==> src/rtl/csr_file_if.sv <==
// CSR access bus between the core (master) and the machine-mode CSR file (slave).
// Carries the trap port, the Zicsr instruction port and the retire pulse.
interface csr_file_if;
    logic        trap_done;
    logic [11:0] csr_trap_address;
    logic [31:0] csr_trap_write_data;
    logic [11:0] csr_read_address;
    logic        csr_write_enable;
    logic [11:0] csr_write_address;
    logic [31:0] csr_write_data;
    logic        instruction_retired;
    logic [31:0] csr_read_data;
    logic        csr_illegal;
    logic        write_conflict;

    modport master (
        output trap_done, csr_trap_address, csr_trap_write_data,
               csr_read_address, csr_write_enable, csr_write_address,
               csr_write_data, instruction_retired,
        input  csr_read_data, csr_illegal, write_conflict
    );

    modport slave (
        input  trap_done, csr_trap_address, csr_trap_write_data,
               csr_read_address, csr_write_enable, csr_write_address,
               csr_write_data, instruction_retired,
        output csr_read_data, csr_illegal, write_conflict
    );
endinterface

==> src/rtl/csr_file.sv <==
// Machine-mode CSR file for the RV32I core: Zicsr instruction port, trap port, 64-bit counters.
// Define CSR_COUNTERS_EN to build mcycle/minstret and their user-level read-only shadows.
module csr_file #(
    parameter logic [31:0] HART_ID     = 32'd0,
    parameter logic [31:0] MTVEC_RESET = 32'h0000_0000,
    parameter logic [31:0] MIMPID      = 32'h0000_0001
) (
    input  logic      clk,
    input  logic      rst,
    csr_file_if.slave bus
);
    localparam logic [11:0] A_MSTATUS   = 12'h300;
    localparam logic [11:0] A_MISA      = 12'h301;
    localparam logic [11:0] A_MIE       = 12'h304;
    localparam logic [11:0] A_MTVEC     = 12'h305;
    localparam logic [11:0] A_MSCRATCH  = 12'h340;
    localparam logic [11:0] A_MEPC      = 12'h341;
    localparam logic [11:0] A_MCAUSE    = 12'h342;
    localparam logic [11:0] A_MTVAL     = 12'h343;
    localparam logic [11:0] A_MIP       = 12'h344;
    localparam logic [11:0] A_MVENDORID = 12'hF11;
    localparam logic [11:0] A_MARCHID   = 12'hF12;
    localparam logic [11:0] A_MIMPID    = 12'hF13;
    localparam logic [11:0] A_MHARTID   = 12'hF14;
    localparam logic [31:0] MISA_VALUE  = 32'h4000_0100;

    logic        mstatus_mie_reg;
    logic        mstatus_mpie_reg;
    logic [31:0] mie_reg;
    logic [31:2] mtvec_reg;
    logic [31:0] mscratch_reg;
    logic [31:2] mepc_reg;
    logic [31:0] mcause_reg;
    logic [31:0] mtval_reg;
    logic        write_conflict_reg;

    logic [11:0] read_sel;
    logic        instr_fire;
    logic        trap_fire;
    logic [31:0] read_data_next;
    logic        implemented_next;
    logic        write_ok_next;

    assign read_sel   = bus.trap_done ? bus.csr_read_address : bus.csr_trap_address;
    assign trap_fire  = ~bus.trap_done;
    assign instr_fire = bus.csr_write_enable & bus.trap_done;

`ifdef CSR_COUNTERS_EN
    // Index 0 is mcycle, index 1 is minstret.
    logic [1:0][63:0] count_val;

    genvar gi;
    for (gi = 0; gi < 2; gi++) begin : g_counter
        localparam logic [11:0] LO_ADDR = 12'hB00 + 12'(2 * gi);
        localparam logic [11:0] HI_ADDR = 12'hB80 + 12'(2 * gi);
        logic [63:0] count_reg;
        logic        step;

        assign step = (gi == 0) ? 1'b1 : bus.instruction_retired;

        // A write to either half freezes the whole counter for that edge.
        always_ff @(posedge clk or posedge rst) begin
            if (rst)
                count_reg <= 64'd0;
            else if (instr_fire && bus.csr_write_address == LO_ADDR)
                count_reg[31:0] <= bus.csr_write_data;
            else if (instr_fire && bus.csr_write_address == HI_ADDR)
                count_reg[63:32] <= bus.csr_write_data;
            else if (step)
                count_reg <= count_reg + 64'd1;
        end

        assign count_val[gi] = count_reg;
    end
`else
    logic unused_retired;
    assign unused_retired = bus.instruction_retired;
`endif

    always_comb begin
        read_data_next   = 32'd0;
        implemented_next = 1'b1;
        case (read_sel)
            A_MSTATUS:   read_data_next = {19'd0, 2'b11, 3'd0, mstatus_mpie_reg, 3'd0, mstatus_mie_reg, 3'd0};
            A_MISA:      read_data_next = MISA_VALUE;
            A_MIE:       read_data_next = mie_reg;
            A_MTVEC:     read_data_next = {mtvec_reg, 2'b00};
            A_MSCRATCH:  read_data_next = mscratch_reg;
            A_MEPC:      read_data_next = {mepc_reg, 2'b00};
            A_MCAUSE:    read_data_next = mcause_reg;
            A_MTVAL:     read_data_next = mtval_reg;
            A_MIP:       read_data_next = 32'd0;
            A_MVENDORID: read_data_next = 32'd0;
            A_MARCHID:   read_data_next = 32'd0;
            A_MIMPID:    read_data_next = MIMPID;
            A_MHARTID:   read_data_next = HART_ID;
`ifdef CSR_COUNTERS_EN
            12'hB00, 12'hC00: read_data_next = count_val[0][31:0];
            12'hB80, 12'hC80: read_data_next = count_val[0][63:32];
            12'hB02, 12'hC02: read_data_next = count_val[1][31:0];
            12'hB82, 12'hC82: read_data_next = count_val[1][63:32];
`endif
            default:     implemented_next = 1'b0;
        endcase
    end

    // Addresses the instruction port may modify; everything else is read-only or absent.
    always_comb begin
        write_ok_next = 1'b0;
        case (bus.csr_write_address)
            A_MSTATUS, A_MIE, A_MTVEC, A_MSCRATCH,
            A_MEPC, A_MCAUSE, A_MTVAL:    write_ok_next = 1'b1;
`ifdef CSR_COUNTERS_EN
            12'hB00, 12'hB80, 12'hB02, 12'hB82: write_ok_next = 1'b1;
`endif
            default:                      write_ok_next = 1'b0;
        endcase
    end

    assign bus.csr_read_data  = read_data_next;
    assign bus.csr_illegal    = ~implemented_next | (instr_fire & ~write_ok_next);
    assign bus.write_conflict = write_conflict_reg;

    always_ff @(posedge clk or posedge rst) begin
        if (rst) begin
            mstatus_mie_reg  <= 1'b0;
            mstatus_mpie_reg <= 1'b0;
            mie_reg          <= 32'd0;
            mtvec_reg        <= MTVEC_RESET[31:2];
            mscratch_reg     <= 32'd0;
            mepc_reg         <= 30'd0;
            mcause_reg       <= 32'd0;
            mtval_reg        <= 32'd0;
        end else if (trap_fire) begin
            // The trap port can only update mepc and mcause; the instruction port is locked out.
            case (bus.csr_trap_address)
                A_MEPC:   mepc_reg   <= bus.csr_trap_write_data[31:2];
                A_MCAUSE: mcause_reg <= bus.csr_trap_write_data;
                default:  ;
            endcase
        end else if (bus.csr_write_enable) begin
            case (bus.csr_write_address)
                A_MSTATUS: begin
                    mstatus_mie_reg  <= bus.csr_write_data[3];
                    mstatus_mpie_reg <= bus.csr_write_data[7];
                end
                A_MIE:      mie_reg      <= bus.csr_write_data;
                A_MTVEC:    mtvec_reg    <= bus.csr_write_data[31:2];
                A_MSCRATCH: mscratch_reg <= bus.csr_write_data;
                A_MEPC:     mepc_reg     <= bus.csr_write_data[31:2];
                A_MCAUSE:   mcause_reg   <= bus.csr_write_data;
                A_MTVAL:    mtval_reg    <= bus.csr_write_data;
                default:    ;
            endcase
        end
    end

    always_ff @(posedge clk or posedge rst) begin
        if (rst)
            write_conflict_reg <= 1'b0;
        else
            write_conflict_reg <= ~bus.trap_done & bus.csr_write_enable;
    end
endmodule

==> src/flat_wrapper.sv <==
// flat-port wrapper written by rule: the top's interface ports become plain ports
module csr_file_flat 
#(
    parameter logic [31:0] HART_ID     = 32'd0,
    parameter logic [31:0] MTVEC_RESET = 32'h0000_0000,
    parameter logic [31:0] MIMPID      = 32'h0000_0001
)
  (clk, rst, bus_trap_done, bus_csr_trap_address, bus_csr_trap_write_data, bus_csr_read_address, bus_csr_write_enable, bus_csr_write_address, bus_csr_write_data, bus_instruction_retired, bus_csr_read_data, bus_csr_illegal, bus_write_conflict);
  csr_file_if bus_i ();
  input  logic clk;
  input  logic rst;
  input wire logic [$bits(bus_i.trap_done)-1:0] bus_trap_done;
  input wire logic [$bits(bus_i.csr_trap_address)-1:0] bus_csr_trap_address;
  input wire logic [$bits(bus_i.csr_trap_write_data)-1:0] bus_csr_trap_write_data;
  input wire logic [$bits(bus_i.csr_read_address)-1:0] bus_csr_read_address;
  input wire logic [$bits(bus_i.csr_write_enable)-1:0] bus_csr_write_enable;
  input wire logic [$bits(bus_i.csr_write_address)-1:0] bus_csr_write_address;
  input wire logic [$bits(bus_i.csr_write_data)-1:0] bus_csr_write_data;
  input wire logic [$bits(bus_i.instruction_retired)-1:0] bus_instruction_retired;
  output wire logic [$bits(bus_i.csr_read_data)-1:0] bus_csr_read_data;
  output wire logic [$bits(bus_i.csr_illegal)-1:0] bus_csr_illegal;
  output wire logic [$bits(bus_i.write_conflict)-1:0] bus_write_conflict;
  assign bus_i.trap_done = bus_trap_done;
  assign bus_i.csr_trap_address = bus_csr_trap_address;
  assign bus_i.csr_trap_write_data = bus_csr_trap_write_data;
  assign bus_i.csr_read_address = bus_csr_read_address;
  assign bus_i.csr_write_enable = bus_csr_write_enable;
  assign bus_i.csr_write_address = bus_csr_write_address;
  assign bus_i.csr_write_data = bus_csr_write_data;
  assign bus_i.instruction_retired = bus_instruction_retired;
  assign bus_csr_read_data = bus_i.csr_read_data;
  assign bus_csr_illegal = bus_i.csr_illegal;
  assign bus_write_conflict = bus_i.write_conflict;
  csr_file #(.HART_ID(HART_ID), .MTVEC_RESET(MTVEC_RESET), .MIMPID(MIMPID)) u_core (.clk(clk), .rst(rst), .bus(bus_i));
endmodule
==> config.mk <==
export PLATFORM = sky130hd
export DESIGN_NAME = csr_file_flat
export DESIGN_NICKNAME = d
export VERILOG_FILES = /design/src/rtl/csr_file_if.sv /design/src/rtl/csr_file.sv /design/src/flat_wrapper.sv
export SDC_FILE = /design/constraint.sdc
export NUM_CORES = 1
export LEC_CHECK = 0
export ABC_AREA = 1
export BUFFER_PORTS_ARGS = -buffer_cell sky130_fd_sc_hd__buf_2
export CAP_MARGIN = 20
export CORE_MARGIN = 1.5
export CORE_UTILIZATION = 55
export DETAILED_ROUTE_END_ITERATION = 10
export PLACE_DENSITY = 0.77
export SKIP_CTS_REPAIR_TIMING = 1
export SYNTH_ARGS = -nofsm -noshare
export SYNTH_HDL_FRONTEND = slang
export SYNTH_SLANG_ARGS = --single-unit
==> constraint.sdc <==
create_clock -name clk -period 6.6 [get_ports clk]
set_input_delay 0.66 -clock clk [delete_from_list [all_inputs] [get_ports clk]]
set_output_delay 0.66 -clock clk [all_outputs]
set_load 0.005 [all_outputs]
# Word-level counts from Yosys, hierarchy flattened
# Cells that the tools add are included.
[totals]
register_bits = 191
output_inout_bits = 34
in_bits = 105
[classes]
n_mux = 12
n_reduce_logical = 11
eq_ne = 25
bitwise_logic = 7
[op_table]
columns = ["op", "count"]
rows = [
  ["32-bit case mux with 9 select lines", 1],
  ["12-bit by 10-bit equality test with 1-bit output, second input constant", 18],
  ["32-bit 2-to-1 mux", 4],
  ["30-bit 2-to-1 mux", 4],
  ["12-bit equality test, second input constant", 4],
  ["3-bit AND reduction", 7],
  ["13-bit OR reduction", 1],
  ["12-bit 2-to-1 mux", 1],
  ["7-bit OR reduction", 1],
  ["2-bit by 1-bit != test with 1-bit output, second input constant", 3],
  ["2-bit nonzero test", 2],
  ["1-bit bitwise AND", 3],
  ["1-bit NOT", 3],
  ["1-bit 2-to-1 mux", 2],
  ["1-bit bitwise OR", 1],
]

# Logic depth before layout (Yosys ltp)
# Gate-level depths: netlist (run 1).
[depth]
word_depth = 6
mapped_depth = 15
ltp_nobuf = 13

# Worst setup path before layout (run 1)
# OpenSTA, ideal clock, no wires.
[synth_path]
path_type = "input to output"
startpoint = "in bus_trap_done"
endpoint = "out bus_csr_read_data[12]"
stages = 14
path_buffers = 3
slack_ns = 4.030
arrival_time_ns = 1.910
path_cell_list = "buf_6 > inv_8 > buf_6 > nand2_2 > nand2_2 > nand2_2 > nor2_8 > nand2_4 > nor2_8 > buf_4 > nand2_1 > nand2_1 > nor2_1 > nand2_1"
[synth_between]
elab_chain_cells = 3
[synth_rtl]
columns = ["element", "line", "text"]
rows = [
  ["start: declaration", "flat_wrapper.sv:12", "input wire logic [$bits(bus_i.trap_done)-1:0] bus_trap_done;"],
  ["12-bit 2-to-1 mux (*)", "csr_file.sv:44", "assign read_sel = bus.trap_done ? bus.csr_read_address : bus.csr_trap_address;"],
  ["12-bit equality test or 12-bit by 10-bit equality test with 1-bit output (tied branches)", "csr_file.sv:83", "case (read_sel)"],
  ["32-bit case mux with 9 select lines (*)", "csr_file.sv:83", ""],
  ["end: declaration", "flat_wrapper.sv:20", "output wire logic [$bits(bus_i.csr_read_data)-1:0] bus_csr_read_data;"],
]
# Mark *: on every way between the ends. The rest lies on a longest branch, timed or not.

# Worst setup path in the final report (run 1)
[layout_path]
startpoint = "in bus_trap_done"
endpoint = "out bus_csr_read_data[8]"
# Same word-level chain as after synthesis.

==> impl_metrics.tcl, run 1 <==
set metrics [dict create \
    antenna_found_initial 0 \
    status "completed" \
    synth-seq-area-share_pct 49.0 \
    grt_max_degree 74 \
    htreeDepth 4 \
    syn_area_per_cell_um2 7.41 \
    drc 0 \
    ir_worst_vdd_mv 0.197 \
    cp.arrival_ps 3630 \
    cp_max_fo 73 \
    cts_tree "done" \
    timing.final.crit_period_ps 4290 \
    dr.pass1.iters 6 \
    async_flop_share_pct 100 \
    rows 48 \
    dp_slack_ps 2350 \
    rsz0062_at_grt "false" \
    cts_made_buffers 17 \
    die_area_um2 18500 \
    io_buffer_count 137 \
    cp.required_ps 5940 \
    io_pins 139 \
    critPathLaunchType "primary input" \
    cts.clk_slew.worst_paths_ps 70 \
    ys_warn_count 0 \
    grt.total_usage_pct 28.9 \
    placedCellCount 1619 \
    netlist_area_um2 9750 \
    report.final.hold_viol_count 0 \
    setup_viol 0 \
    place_hpwl_um 15500 \
    syn2layout_area_growth_pct 13.3 \
    drt_iter0_drc 686 \
    clock_sinks 191 \
    cts_root_buf "clkbuf_16" \
    floorplan.initialDensity_pct 56.4 \
    skew_ps 0 \
    netlist_instances 1316 \
    design.core.area_um2 17300 \
    drv_slew 0 \
    synth.distinct_cells 31 \
    synth_nets 1421 \
    wl_per_cell_um 15.4 \
    setup_slack_ps 2310 \
    yosys_register_bits 191 \
    max_cap_viol_count 0 \
    nets 1518 \
    p_leak_nw 6.01 \
    fp.dieH_um 136 \
    end_kind "output port" \
    clockBufferDepth 2 \
    synth_edf_count 0 \
    drtAntennaViolNets 0 \
    clk_latency_ps 430 \
    gr-total-overflow 0 \
    fin_setup_tns_ps 0 \
    nFillCells 1550 \
    hold_class "in -> async" \
    die_w_um 136 \
    cellPowerDensity_nw_per_um2 214 \
    slew_headroom_pct 31.9 \
    drt-total-wl_um 25500 \
    drive_above_1_share_pct 15.4 \
    period_share_pct 65.0 \
    gp_congestion 0.830 \
    final_cells 1650 \
    synth_ff_type "dfrtp_1" \
    vias 8873 \
    diodes 0 \
    first_global_vias 8257 \
    tightestPinTransition_ps 1020 \
    grt_pass1_wl_um 41200 \
    path_class "in -> out" \
    detail_route.vias_per_cell 5.38 \
    fmax_mhz 233 \
]
kinds of logic (layout without fill, tap and decap cells):
family | count (synthesis) | count (layout) | share of synthesized area, %
AO/OA/AOI/OAI | 220 | 220 | 11.4
buffers and inverters | 184 | 293 | 8.23
flip-flops | 191 | 191 | 49.0
AND/OR/NAND/NOR | 721 | 721 | 31.4
cell type report:
cell class              count  area [um2]  area share [%]
flip-flops and latches    191        4780            43.3
repair buffers            146         753            6.82
multi-input cells         941        4190            37.9
inverters                 116         449            4.07
clock inverters             9         108           0.974
well taps                 225         282            2.55
clock buffers              22         484            4.38
final timing paths:
check                                                 from                             endpoint  slack [ps]  depth (start not counted)
min reg2reg                u_core.mtvec_reg[3]$_DFFE_PP0P_      u_core.mtvec_reg[3]$_DFFE_PP0P_         490                          2
max reg2reg                 u_core.mie_reg[14]$_DFFE_PP0P_       u_core.mie_reg[14]$_DFFE_PP0P_        5880                          2
max in group asynchronous                              rst     u_core.mtval_reg[30]$_DFFE_PP0P_        4950                          3
min in group clk                      bus_csr_write_enable  u_core.bus.write_conflict$_DFF_PP0_         440                          3
min                                                    rst     u_core.mtvec_reg[29]$_DFFE_PP0P_         330                          2
max                                          bus_trap_done                 bus_csr_read_data[8]        2310                         14
layout by cell type, fill, tap and decap left out:
cell type   synthesis  routed
inv_8               1       1
a21boi_0            1       1
clkbuf_16           0      17
nor2_1             77      77
a21oi_1            16      16
nor3_4              1       1
and3_1              1       1
nor2_8              3       3
nand3b_1            1       1
o211ai_1            2       2
nor2_4              6       6
nand2_2            12      13
clkbuf_1           43       1
nor3_2              1       1
nor2_2              2       2
dfrtp_1           191     191
buf_4               7       9
inv_2               5       5
inv_1             109     108
buf_2              10     137
clkbuf_8            0       4
nand2_4             2       2
o21ai_0           168     168
bufinv_16           0       2
nand3_2             2       6
clkinv_4            0       1
clkinv_2            1       4
nand4_1            31      31
o21ai_1            33      33
nor3_1              5       5
nor3b_2             1       1
clkinvlp_4          0       2
nand3_1            64      60
inv_6               0       2
nand2_1           512     511
cell usage after synthesis (7+ instances only):
cell	n	area [um2]
nor2_1	77	289
a21oi_1	16	80.1
inv_1	109	409
o21ai_1	33	165
dfrtp_1	191	4780
buf_2	10	50.1
nand2_2	12	75.1
buf_4	7	52.6
nand4_1	31	194
nand2_1	512	1920
nand3_1	64	320
clkbuf_1	43	161
buf_6	7	78.8
o21ai_0	168	841
routing by layer:
layer / track usage, % / part of all wire (%) / up-vias
met2: 48.1 / 48 / 317
met3: 4.03 / 7.1 / 25
met1: 39.4 / 44 / 4165
met5: 0 / 0 / -
met4: 8.57 / 1.2 / 0
li1: - / - / 4366
where the power goes:
group          internal [mW]  switching (mW)  leakage [nW]
Combinational         0.0426           0.102          3.16
Sequential              1.18         0.00228          2.56
Clock                  0.596           0.440         0.288
through the flow:
stage	hold slack (ps)	util, %	total power, mW	instance area, um2
final	334	63.9	2.36	11000
after global routing	390	63.9	2.43	11000
after CTS	358	63.9	2.37	11000
after detailed placement	466	60.4	1.35	10500
after global placement	458	60.4	1.34	10500
after floorplan	446	-	1.29	9750
worst max-delay path, cell delays in order:
cell	delay, ps
buf_2	400
inv_8	260
nand2_1	120
nand2_1	90
nor2_1	210
nand2_2	110
clkinv_2	240
nand2_4	120
nor2_4	790
inv_1	160
nor2_1	160
nor2_1	70
nand2_1	100
buf_2	120
Power figures use the tool's default switching activity.
==> inputs of run 2 (changes only) <==
--- a/config.mk
+++ b/config.mk
@@ -9,9 +9,9 @@
 export BUFFER_PORTS_ARGS = -buffer_cell sky130_fd_sc_hd__buf_2
 export CAP_MARGIN = 20
 export CORE_MARGIN = 1.5
-export CORE_UTILIZATION = 55
+export CORE_UTILIZATION = 52
 export DETAILED_ROUTE_END_ITERATION = 10
-export PLACE_DENSITY = 0.77
+export PLACE_DENSITY = 0.76
 export SKIP_CTS_REPAIR_TIMING = 1
 export SYNTH_ARGS = -nofsm -noshare
 export SYNTH_HDL_FRONTEND = slang
==> constraint.sdc (replaced) <==
create_clock -name clk -period 3.79 [get_ports clk]
set_input_delay 0.379 -clock clk [delete_from_list [all_inputs] [get_ports clk]]
set_output_delay 0.379 -clock clk [all_outputs]
set_load 0.005 [all_outputs]
==> impl_metrics.tcl, run 2 (synthesized netlist as in run 1, its figures left out) <==
set metrics [dict create \
    hold_class "in -> async" \
    grt_max_degree 83 \
    cts_tree "done" \
    power_frac_seq_pct 47.2 \
    r2r_setup_slack_ps 3050 \
    syn2layout_area_growth_pct 15.4 \
    design.core.area_um2 18100 \
    place_hpwl_um 16600 \
    floorplan.initialDensity_pct 53.7 \
    route.met2.wl_um 12200 \
    highest_layer "met4" \
    gr-total-overflow 0 \
    clkPwrFrac_pct 46.7 \
    skew_ps 0 \
    layout_common_cells "nand2_1 (512), dfrtp_1 (191), o21ai_0 (168), buf_2 (137), inv_1 (108)" \
    clk_latency_ps 440 \
    nFillCells 1654 \
    diodes 0 \
    p_int_mw 3.37 \
    cp_max_fo 40 \
    design_area_um2 11300 \
    cellPowerDensity_nw_per_um2 386 \
    io_buffer_count 137 \
    report.final.hold_viol_count 0 \
    fmax_mhz 303 \
    violations "design-rule violations" \
    drv_slew 0 \
    antenna_found_initial 0 \
    drive_above_1_share_pct 16.0 \
    m1WireLength_um 11400 \
    drc 15 \
    ir_worst_vdd_mv 0.301 \
    rows 49 \
    timing.rr.start "u_core.mtval_reg[19]$_DFFE_PP0P_" \
    fin_setup_tns_ps 0 \
    wl_met3_um 2080 \
    clock_sinks 191 \
    place_area_um2 10600 \
    cts_root_buf "clkbuf_16" \
    rsz0062_at_grt "false" \
    max_cap_viol_count 0 \
    wl_per_cell_um 15.7 \
    dp_slack_ps 536 \
    p_comb_share_pct 6.0 \
    cts_made_buffers 17 \
    drt-total-wl_um 26100 \
    path_class "in -> out" \
    htreeDepth 4 \
    grt.total_usage_pct 27.9 \
    timing.final.crit_period_ps 3300 \
    end_kind "output port" \
    clockBufferDepth 2 \
    cp-startpoint "bus_trap_done" \
    slew_headroom_pct 40.4 \
    dr.pass1.iters 8 \
    status "finished, violations left" \
    nets 1529 \
    cp.arrival_ps 2920 \
    cp.required_ps 3410 \
    grt_pass1_wl_um 43100 \
    die_area_um2 19600 \
    hold_ws_ps 132 \
    critPathLaunchType "primary input" \
    detail_route.vias_per_cell 5.38 \
    fp.dieH_um 140 \
    switching_power_mw 0.975 \
    cts.clk_slew.worst_paths_ps 60 \
    die_w_um 140 \
    swShare_pct 22.5 \
    first_global_vias 8513 \
    vias 8965 \
    drtAntennaViolNets 0 \
    p_leak_nw 6.12 \
    gp_congestion 0.860 \
    setup_slack_ps 488 \
    io_pins 139 \
    period_share_pct 87.1 \
    setup_viol 0 \
    drt_iter0_drc 759 \
    tightestPinTransition_ps 892 \
    final_common_cell "nand2_1" \
]
## run 2: cell types whose count changed in the layout (fill, tap and decap cells not counted), sizes merged
cell      previous run  this run
buf                146       157
clkinvlp             2         1
bufinv               2         6
clkinv               5         8
clkbuf              22        18
inv                116       115
## run 2: layout make-up
type | count | area (um2) | share of cell area [%]
flip-flops and latches | 191 | 4780 | 42.5
clock inverters | 14 | 239 | 2.12
well taps | 229 | 287 | 2.55
repair buffers | 157 | 886 | 7.87
multi-input cells | 941 | 4190 | 37.2
inverters | 116 | 448 | 3.98
clock buffers | 18 | 429 | 3.81
## run 2: routing by layer
layer | track usage, % | vias to the layer above
li1 | - | 4387
met1 | 38.6 | 4155
met2 | 45.3 | 387
met3 | 4.14 | 36
met4 | 9.81 | 0
met5 | 0 | -
## run 2: power groups by stage
stage / Clock (mW) / Sequential (mW) / Combinational [mW]
after CTS: 2.04 / 2.05 / 0.265
after detailed placement: 0 / 2.09 / 0.264
final: 2.03 / 2.05 / 0.262
after global routing: 2.13 / 2.05 / 0.297
after floorplan: 0 / 2.09 / 0.157
after global placement: 0 / 2.09 / 0.261
## run 2: critical path: stages
cell and delay [ps]:
buf_2 260, inv_8 260, nand2_1 100, nand2_2 100
nand2_2 100, nor2_8 440, nand3_1 640, o21ai_1 350
nor2_1 90, nand2_1 70, buf_2 110
## run 2: path summary, 6_finish.rpt
check,end,depth (start not counted)
setup / recovery,bus_csr_read_data[16],11
hold / removal,u_core.mepc_reg[9]$_DFFE_PP0P_,2
setup reg to reg,u_core.mtval_reg[19]$_DFFE_PP0P_,2
hold reg to reg,u_core.mtvec_reg[14]$_DFFE_PP0P_,2
max in group asynchronous,u_core.mie_reg[31]$_DFFE_PP0P_,3
min in group clk,u_core.bus.write_conflict$_DFF_PP0_,3
## run 2: through the flow
stage	util, %	std cells	power, mW
floorplan	-	1316	2.25
global placement	58.3	1634	2.35
detailed placement	58.3	1634	2.35
CTS	62.0	1666	4.36
global route	62.0	1666	4.48
finish	62.0	1666	4.34
